$ cat src/rtl/tt_adj_builder.sv
// Frame capture front-end: beat 0 latches the query and later beats set adjacency bits.
// Define TT_DIRECTED_EN to record one-way tracks (only M[a][b]).
module tt_adj_builder #(
   parameter  int N_ST  = 16,
   parameter  int CNT_W = 8,
   localparam int ID_W  = $clog2(N_ST)
) (
   input  logic             clk,
   input  logic             rst_n,
   input  logic             in_valid,
   input  logic [ID_W-1:0]  source,
   input  logic [ID_W-1:0]  destination,
   output logic             graph_valid,
   input  logic             graph_ack,
   output logic [ID_W-1:0]  q_src,
   output logic [ID_W-1:0]  q_dst,
   input  logic [ID_W-1:0]  rd_addr,
   output logic [N_ST-1:0]  rd_row,
   output logic [CNT_W-1:0] edge_cnt,
   output logic             overrun
);

   typedef enum logic [1:0] {IDLE, COLLECT, READY} state_t;

   state_t                     state, state_nxt;
   logic                       beat0, trk_we, set_ovr;
   logic [N_ST-1:0][N_ST-1:0]  mat;

   always_ff @(posedge clk or negedge rst_n) begin
      if (!rst_n) state <= IDLE;
      else        state <= state_nxt;
   end

   // A beat in READY is a new frame regardless of ack; missing ack marks overrun.
   always_comb begin
      state_nxt = state;
      beat0     = 1'b0;
      trk_we    = 1'b0;
      set_ovr   = 1'b0;
      case (state)
         IDLE: begin
            if (in_valid) begin
               beat0     = 1'b1;
               state_nxt = COLLECT;
            end
         end
         COLLECT: begin
            if (in_valid) trk_we    = 1'b1;
            else          state_nxt = READY;
         end
         READY: begin
            if (in_valid) begin
               beat0     = 1'b1;
               set_ovr   = !graph_ack;
               state_nxt = COLLECT;
            end else if (graph_ack) begin
               state_nxt = IDLE;
            end
         end
         default: state_nxt = IDLE;
      endcase
   end

   always_ff @(posedge clk or negedge rst_n) begin
      if (!rst_n) begin
         mat      <= '0;
         q_src    <= '0;
         q_dst    <= '0;
         edge_cnt <= '0;
         overrun  <= 1'b0;
      end else begin
         if (beat0) begin
            q_src    <= source;
            q_dst    <= destination;
            mat      <= '0;
            edge_cnt <= '0;
         end else if (trk_we && (source != destination)) begin
            mat[source][destination] <= 1'b1;
`ifndef TT_DIRECTED_EN
            mat[destination][source] <= 1'b1;
`endif
            if (edge_cnt != {CNT_W{1'b1}}) edge_cnt <= edge_cnt + CNT_W'(1);
         end
         if (set_ovr) overrun <= 1'b1;
      end
   end

   assign graph_valid = (state == READY);
   assign rd_row      = mat[rd_addr];

endmodule

$ cat config.mk
export PLATFORM = sky130hd
export DESIGN_NAME = tt_adj_builder
export DESIGN_NICKNAME = d
export VERILOG_FILES = /design/src/rtl/tt_adj_builder.sv
export SDC_FILE = /design/constraint.sdc
export NUM_CORES = 1
export LEC_CHECK = 0
export CORE_MARGIN = 2
export CORE_UTILIZATION = 45
export DETAILED_ROUTE_END_ITERATION = 10
export PLACE_DENSITY = 0.7
export REMOVE_ABC_BUFFERS = 1
export SYNTH_ARGS = -nofsm -noshare
export SYNTH_HDL_FRONTEND = slang
export SYNTH_SLANG_ARGS = --single-unit
$ cat constraint.sdc
create_clock -name clk -period 7.1 [get_ports clk]
set_clock_uncertainty 0.05 [all_clocks]
set_input_delay 1.42 -clock clk [delete_from_list [all_inputs] [get_ports clk]]
set_output_delay 1.42 -clock clk [all_outputs]
set_load 0.03 [all_outputs]
==> impl_metrics.ini <==
[status]
outcome = finished, final reports clean

[clocking]
cts_made_buffers = 29
post_cts_resized = 0
path_clk_slew_ns = 0.06
cts_root_buf = clkbuf_16
clk_latency_ns = 0.54
clockBufferDepth = 3
ctsHoldBuffers = 0
cts_tree = built
h-tree-depth = 1
clock_sinks = 275
post_cts_buffers = 0

[setup_path]
critPathLaunchType = input pin
crit_fanout = 27
cp.required_ns = 5.63
cp-end-kind = output pin
crit_type = in -> out
crit_chain = buf_4 > buf_4 > mux4_2 > mux4_2 > clkdlybuf4s50_1
arrival_ns = 4.00
slowest_delay_ns = 0.61
cpMaxStageDelayCell = clkdlybuf4s50_1

[drt]
antenna_left = 0
vias_per_cell = 6.366
routed_wl_um = 34970
drc = 0
first_pass_iters = 6
wl_per_cell_um = 24.05
vias = 9256
drt_iter0_markers = 1166

[floorplanning]
io-pin-count = 50
coreArea_um2 = 28860
die_h_um = 175.8
die-area_um2 = 30910
row_count = 62
initial_core_util_pct = 46.03
die_w_um = 175.8

[synthesis]
yosys-top-cells-count = dfrtp_1, o21a_1, nor2_1
yosys-top-cells-area = dfrtp_1, mux4_2, o21a_1, a22oi_1, nor2_1
synth_top_area_cell = dfrtp_1
synth_flop_cell = dfrtp_1
synth_cell_type_count = 43
synth_seq_area_share_pct = 51.81
synth_seq_cells = 275
synth_top_area_share_pct = 51.81
syn-cell-area_um2 = 13280
synthCells = 1076
async_flop_share_pct = 100.0
yosysMostFrequentCell = dfrtp_1
synth_edf_count = 0
avgSynthCellArea_um2 = 12.34
yosys_warnings = 0

[power_and_ir_drop]
pwr-share-clk_pct = 43.4
power_mw = 3.290
switchingPower_uw = 810.0
powerDensity_nw_per_um2 = 222.1
comb_power_share_pct = 8.1
switching_share_pct = 24.62
ir_drop_uv = 203.5
leakage_nw = 6.188
internal-power_mw = 2.480
pwr-share-seq_pct = 48.6

[place]
hpwl_um = 21570
dpl-instance-area_um2 = 13930
routabilityCongestion = 0.8187
place_ws_ns = 1.566
io_buffers = 49
dp_cells = 1408

[sta]
worst_pin_slew_ns = 1.169
finalHoldViolations = 0
setup-violations-final = 0
slew_headroom_pct = 22.10
fin_crit_sh_pct = 77.03
max_clock_freq_mhz = 182.8
setup-tns-final_ns = 0
drv_slew = 0
rsz0062_at_grt = no
final.min_clock_period_ns = 5.469
hold_ws_ns = 0.4303
layout_setup_ws_ns = 1.631

[finish]
syn_to_final_growth_pct = 11.55
fin_area_um2 = 14820
n_antenna_cell = 0
final_util_pct = 51.34
fin_cells = 1454
drive_above_1_share_pct = 15.23
finalNetCount = 1072

[grt]
grt_overflow = 0
grt_pass1_wl_um = 56210
track_usage_pct = 23.33
grt_max_degree = 257
antenna_found_initial = 0
grt_pass1_vias = 9508

[hold_path]
hold_path_class = reg -> reg

[job]
cap_viol_max_count = 0
==> power groups by stage <==
stage	clock [mW]	combinational, mW	sequential [mW]
after global placement	0	0.263	1.63
final	1.43	0.265	1.60
after floorplan	0	0.104	1.64
after CTS	1.45	0.267	1.60
after global routing	1.52	0.287	1.60
after detailed placement	0	0.266	1.62
==> placed cells by master, fill, tap and decap left out, types with 3 or more instances in the layout <==
cell type	count
a21oi_1	5
and4b_1	8
nor4b_2	7
clkbuf_8	7
o311ai_0	3
buf_4	18
o21a_1	240
clkbuf_16	29
dfrtp_1	275
clkinv_2	3
o41ai_1	3
mux4_2	80
nand2_1	27
clkbuf_1	4
nand3_1	4
nor2_1	122
and4bb_2	4
buf_12	3
and2_1	16
and4bb_1	7
inv_1	3
clkdlybuf4s50_1	46
xor2_1	4
a22oi_1	120
==> registers in the layout, summed over array words and instances (netlist names) <==
signal,flops
edge_cnt,8
q_src,4
state,2
mat,256
overrun,1
q_dst,4
==> worst max-delay path, delay by kind of cell <==
kind                   cells  cell delay (ns)
buffers and inverters      3             1.46
multiplexers               2             1.09
==> layer usage <==
metal  routed length [um]  global-route usage [%]  up-vias
met2                16160                   36.19      395
met4                 1282                   7.335        0
met1                14950                   33.77     4800
met3                 2576                   4.004       92
li1                     -                       -     3969
met5                    0                       0        -
==> layout make-up <==
class,instances,area [um^2]
multi-input combinational,677,5881
clock buffer,40,837.1
fill,2502,14040
timing repair buffer,69,675.6
inverter,3,11.26
clock inverter,6,50.05
sequential,275,6882
tap,384,480.5
==> cell families after synthesis <==
kind of cell,after synthesis,share of synthesized area [%]
buf+inv,124,4.182
mux,81,13.64
fa+ha+maj,1,0.09418
simple gates,214,8.610
xor+xnor,4,0.2637
compound gates,377,21.40
flops,275,51.81
==> path summary, 6_finish.rpt <==
path                       slack, ns         end        from  cells past startpoint
setup / recovery                1.63  rd_row[10]  rd_addr[0]                      5
hold / removal                  0.43    q_src[1]    q_src[1]                      2
setup reg to reg                4.60     mat[79]    state[0]                      6
hold reg to reg                 0.43    q_src[1]    q_src[1]                      2
max in group asynchronous       4.71    mat[223]       rst_n                      2
min in group asynchronous       0.85    mat[177]       rst_n                      1
No activity file was read; power rests on OpenSTA's default activity.
